===== src/rtl/sata_reg_fis_transmitter.sv =====
// Host-to-Device Register FIS transmitter: captures one ATA command, sends it as a 5-dword FIS, retries on R_ERR.
// Latency: capture -> first dword 1 cycle; 5 cycles per FIS at full rate; status -> result pulse 1 cycle.
// Backpressure: o_rdy low holds the current dword stable; i_rdy is high only in IDLE, so commands wait upstream.
module sata_reg_fis_transmitter #(
  parameter int unsigned MAX_RETRY = 3
) (
  input  logic        clk,
  input  logic        reset,
  input  logic [7:0]  i_dat_command,
  input  logic [15:0] i_dat_features,
  input  logic [47:0] i_dat_address,
  input  logic [7:0]  i_dat_device,
  input  logic [15:0] i_dat_scount,
  input  logic [7:0]  i_dat_control,
  input  logic        i_val,
  output logic        i_rdy,
  output logic [31:0] o_dat,
  output logic        o_val,
  output logic        o_eop,
  input  logic        o_rdy,
  input  logic        i_stat_val,
  input  logic        i_stat_err,
  output logic        o_res_val,
  output logic        o_res_err
);

  localparam logic [3:0] MAX_R   = 4'(MAX_RETRY);
  localparam logic [7:0] FIS_H2D = 8'h27;  // Register FIS, host to device
  localparam logic [7:0] FLAG_C  = 8'h80;  // C=1 (command register update), PM port 0
  localparam logic [2:0] LAST_DW = 3'd4;

  typedef enum logic [1:0] {
    S_IDLE,
    S_SEND,
    S_WAIT,
    S_RES
  } state_t;

  state_t      state_q, state_d;
  logic [2:0]  idx_q, idx_d;
  logic [3:0]  retry_q, retry_d;
  logic        res_err_q, res_err_d;

  // Captured command; replayed verbatim on every retransmission.
  logic [7:0]  cmd_q;
  logic [15:0] feat_q;
  logic [47:0] addr_q;
  logic [7:0]  dev_q;
  logic [15:0] scnt_q;
  logic [7:0]  ctl_q;

  logic        capture;
  logic [31:0] dw_sel;

  assign capture = (state_q == S_IDLE) && i_val;

  // State, dword index, retry count and result flag registers.
  always_ff @(posedge clk) begin
    if (reset) begin
      state_q   <= S_IDLE;
      idx_q     <= '0;
      retry_q   <= '0;
      res_err_q <= 1'b0;
    end else begin
      state_q   <= state_d;
      idx_q     <= idx_d;
      retry_q   <= retry_d;
      res_err_q <= res_err_d;
    end
  end

  // Command field capture, only while idle so later input changes are invisible.
  always_ff @(posedge clk) begin
    if (reset) begin
      cmd_q  <= '0;
      feat_q <= '0;
      addr_q <= '0;
      dev_q  <= '0;
      scnt_q <= '0;
      ctl_q  <= '0;
    end else if (capture) begin
      cmd_q  <= i_dat_command;
      feat_q <= i_dat_features;
      addr_q <= i_dat_address;
      dev_q  <= i_dat_device;
      scnt_q <= i_dat_scount;
      ctl_q  <= i_dat_control;
    end
  end

  // FIS dword selection from the captured fields.
  always_comb begin
    dw_sel = '0;
    case (idx_q)
      3'd0:    dw_sel = {feat_q[7:0], cmd_q, FLAG_C, FIS_H2D};
      3'd1:    dw_sel = {dev_q, addr_q[23:0]};
      3'd2:    dw_sel = {feat_q[15:8], addr_q[47:24]};
      3'd3:    dw_sel = {ctl_q, 8'h00, scnt_q};
      default: dw_sel = '0;
    endcase
  end

  // Next-state and output decode.
  always_comb begin
    state_d   = state_q;
    idx_d     = idx_q;
    retry_d   = retry_q;
    res_err_d = res_err_q;
    i_rdy     = 1'b0;
    o_val     = 1'b0;
    o_eop     = 1'b0;
    o_dat     = '0;
    o_res_val = 1'b0;
    o_res_err = 1'b0;

    case (state_q)
      S_IDLE: begin
        i_rdy = 1'b1;
        if (i_val) begin
          idx_d     = '0;
          retry_d   = '0;
          res_err_d = 1'b0;
          state_d   = S_SEND;
        end
      end

      S_SEND: begin
        o_val = 1'b1;
        o_dat = dw_sel;
        o_eop = (idx_q == LAST_DW);
        if (o_rdy) begin
          if (idx_q == LAST_DW) begin
            idx_d   = '0;
            state_d = S_WAIT;
          end else begin
            idx_d = idx_q + 3'd1;
          end
        end
      end

      S_WAIT: begin
        if (i_stat_val) begin
          if (!i_stat_err) begin
            res_err_d = 1'b0;
            state_d   = S_RES;
          end else if (retry_q < MAX_R) begin
            retry_d = retry_q + 4'd1;
            idx_d   = '0;
            state_d = S_SEND;
          end else begin
            res_err_d = 1'b1;
            state_d   = S_RES;
          end
        end
      end

      S_RES: begin
        o_res_val = 1'b1;
        o_res_err = res_err_q;
        state_d   = S_IDLE;
      end

      default: state_d = S_IDLE;
    endcase
  end

endmodule


===== config.mk =====
export PLATFORM = sky130hd
export DESIGN_NAME = sata_reg_fis_transmitter
export DESIGN_NICKNAME = d
export VERILOG_FILES = /design/src/rtl/sata_reg_fis_transmitter.sv
export SDC_FILE = /design/constraint.sdc
export NUM_CORES = 1
export LEC_CHECK = 0
export CAP_MARGIN = 20
export CORE_AREA = 2 2 121 123
export DETAILED_ROUTE_END_ITERATION = 12
export DIE_AREA = 0 0 123 125
export GPL_TIMING_DRIVEN = 0
export PLACE_DENSITY = 0.71
export SLEW_MARGIN = 20
export SYNTH_ARGS = -nofsm -noshare
export SYNTH_HDL_FRONTEND = slang
export SYNTH_SLANG_ARGS = --single-unit

===== constraint.sdc =====
create_clock -name clk -period 2.5 [get_ports clk]
set_input_delay 0.5 -clock clk [delete_from_list [all_inputs] [get_ports clk]]
set_output_delay 0.5 -clock clk [all_outputs]
set_load 0.03 [all_outputs]

==> metrics.log <==
[metrics] R2R Path End: scnt_q[3]
[metrics] Ys Warns: 0
[metrics] clock-pin slew reported for the worst setup and hold paths after clock tree synthesis: 0.05 ns
[metrics] Worst Max-Slew Pin Slew: 0.613 ns
[metrics] residual antenna-violating net count after detailed routing: 0
[metrics] number of instances on the worst hold path: 2
[metrics] total I/O pin count: between 100 and 150
[metrics] floorplan die width: 123 microns
[metrics] achievable clock frequency: around 370 MHz
[metrics] clock sink count: 114
[metrics] global route total overflow: 0
[metrics] Syn-to-layout area delta: 57.9%
[metrics] Max Fanout on Critical Path: 5
[metrics] wire length after detailed routing: roughly 18000 microns
[metrics] Slew headroom: about 60%
[metrics] setup repair after global routing missed its margin: yes
[metrics] routed vias: about 5.3k
[metrics] number of distinct library cells after synthesis: 37
[metrics] synthesized cell area: ~4800 sq um
[metrics] Period minus WS final: around 2.7 ns
[metrics] Site Rows: 44
[metrics] floorplan die area: ~15000 sq um
[metrics] Worst Hold Endpoint: addr_q[44]
[metrics] maximum vdd drop: approximately 0.00046 V
[metrics] layout cell share with drive strength beyond 1: between 10% and 20%
[metrics] critical path data arrival time: approximately 2.2 ns
[metrics] Final Cycle Share: 107%
[metrics] Yosys reg bits: around 110
[metrics] net load switching power: 1.32 mW
[metrics] CTS HTree Levels: 4
[metrics] category of the worst setup path capture point: output port
[metrics] Final Hold Violating Endpoints: 0
[metrics] Worst setup SP type: register
[metrics] power per cell area: 653 nW/um^2
[metrics] drt drc: 0
[metrics] via count of the first global-routing pass: 5212
[metrics] Hold-fix buffers, CTS: 0
[metrics] synthesized netlist cell count: roughly 600
[metrics] average via count per standard cell: 5.29
[metrics] RD Place Congestion: ~0.85
[metrics] switching share of power: about a quarter
[metrics] root cell of the clock tree: clkbuf_16
[metrics] required time worst endpoint: 2.00 ns
[metrics] initial antenna violation count: 0
[metrics] IO buf count: roughly 150
[metrics] share of power burned in the clock network: 43.6%
[metrics] share of flip-flops with an asynchronous set or reset: 0%
[metrics] first-pass iteration count of the detailed router: 6
[metrics] sum of negative setup slack: -4.33 ns
[metrics] Register-to-Register Path Depth: 6
[metrics] 1st-iter DRT viols: ~550
[metrics] number of max-slew violations in the final report: 0
[metrics] register share of total power: between 40% and 50%
[metrics] final setup slack of the worst path: -0.186 ns
[metrics] Core ar.: approximately 14000 sq um
[metrics] maxcap violations: 0
[metrics] global-route usage over all layers: a little under a quarter
[metrics] most instantiated flip-flop cell in the synthesis netlist: dfxtp_1
[metrics] tightest hold margin: approximately 0.45 ns
[metrics] clock latency at the later pin of the worst-skew pair: roughly 0.42 ns
[metrics] timing startpoint of the critical path: idx_q[1]
[metrics] Final setup violation count: 32
[metrics] violated checks: setup timing
[metrics] status: complete, but fails checks
[metrics] Nets: 919
[metrics] per-cell routed wire length: 17.7 microns
[metrics] largest net degree at the start of global routing: 17
[metrics] worst reg-to-reg setup slack: 0.55 ns
[metrics] TritonCTS clock tree: built
[metrics] TritonCTS Buffers: 17
[metrics] net count after synthesis: approximately 730
[metrics] setup skew after layout: 0.0105 ns
[metrics] R2R Path Start: state_q[1]
[metrics] effective utilization at floorplan: about a third
[metrics] Clock Path Buffers: 2
[metrics] Pint: 3.66 mW
[metrics] Comb power frac: 16.5%
[metrics] commonest non-fill, non-tap cells in the layout: nand2_1 (214), clkdlybuf4s50_1 (112), dfxtp_1 (111)
[metrics] sequential share of the synthesized area: approximately 47%
[metrics] global-route wire length before repair: between 20000 and 30000 microns
[metrics] antenna cell count: 0
[metrics] Post-Syn Area per Cell: 7.84 sq um
[metrics] critical hold path startpoint: addr_q[44]
[metrics] total leakage power: 2.92 nW
[metrics] leading cell type in the layout, fill and taps excluded: nand2_1
[metrics] count of flip-flops with a built-in enable after synthesis: 0
[metrics] HPWL after detailed placement: roughly 12000 microns
[metrics] worst hold path class: reg -> reg
[metrics] vertical extent of the die: between 100 and 150 microns
[metrics] type of the worst setup path: reg -> out
## how the worst max path moves through the flow
stage	cells past startpoint	endpoint
detailed placement	7	o_dat[15]
floorplan	6	o_dat[15]
finish	8	o_dat[6]
global route	8	o_dat[24]
global placement	7	o_dat[15]
CTS	9	o_dat[4]
## cell families after synthesis
logic type               Yosys count  share of synthesized area (%)
AND/OR/NAND/NOR                  271                           23.1
AO/OA/AOI/OAI                    158                           21.1
flip-flops                       114                           47.2
buffers and inverters             61                           5.56
multiplexers                       7                           1.48
adder cells (fa/ha/maj)            6                           1.55
## metrics by stage
| step | area [sq um] | std cells | utilization [%] | worst slack, ns | total power [mW] |
|---|---|---|---|---|---|
| finish | 7630 | 997 | 53.7 | -0.186 | 4.98 |
| detailed placement | 6530 | 947 | 45.9 | -0.707 | 2.72 |
| CTS | 7490 | 994 | 52.7 | -0.172 | 4.94 |
| floorplan | 4830 | 617 | - | 0.0123 | 2.37 |
| global route | 7630 | 997 | 53.7 | -0.223 | 5.16 |
| global placement | 6530 | 947 | 45.9 | -0.674 | 2.71 |
## cells in the mapped netlist, types with 2 or more instances
master,instances,share of area [%]
nand2_1,214,17
a21oi_1,105,11
mux2i_1,6,1.2
nor2b_1,3,0.39
a222oi_1,32,6.6
and3_1,2,0.26
dfxtp_1,114,47
nor3_1,24,2.5
a21o_1,5,0.78
buf_6,2,0.47
clkbuf_1,35,2.7
ha_1,6,1.6
nand3_1,4,0.41
a2bb2oi_1,9,1.6
nor2_1,12,0.93
inv_1,5,0.39
nand4_1,2,0.26
buf_2,17,1.8
o21ai_0,2,0.21
## registers in the layout (all words and copies together), names as in the netlist
register   count
idx_q          3
res_err_q      1
dev_q          8
state_q        2
ctl_q          8
addr_q        48
feat_q        16
scnt_q        16
retry_q        4
cmd_q          8
## layer usage
layer  global-route usage (%)  share of wire (%)  up-vias
met2                     37.0                 47      259
met4                     10.6                3.7        0
met5                        0                  0        -
li1                         -                  -     2505
met3                     5.47                8.1       52
met1                     29.4                 41     2462
## final cells by class
class / count / area [sq um]
repair buffers: 170 / 1670
flip-flops and latches: 114 / 2290
multi-input cells: 442 / 2520
well taps: 184 / 230
fillers: 1301 / 6570
plain buffers: 52 / 365
clock buffers: 23 / 488
clock inverters: 6 / 32.5
inverters: 6 / 32.5
## power by group through the flow
stage               clock (mW)  sequential [mW]  combinational, mW
finish                    2.17             1.99              0.821
global route              2.27             2.00              0.881
CTS                       2.17             1.99              0.782
detailed placement           0             2.02              0.701
global placement             0             2.02              0.693
floorplan                    0             2.00              0.366
## critical path, stage by stage, from the launching register on
cell     delay, ns
dfxtp_2       0.33
buf_6         0.13
ha_4          0.17
or3_4         0.42
a21oi_4       0.20
buf_12        0.15
buf_6         0.12
nor3_1        0.05
buf_4         0.19
## timing repair
action | in CTS | in global routing
cloned | 3 | 1
setup endpoints to repair | 34 | 34
pin swaps | 16 | 17
setup buffers | 17 | 4
resized for setup | 311 | 31
(Power assumes the default switching activity.)
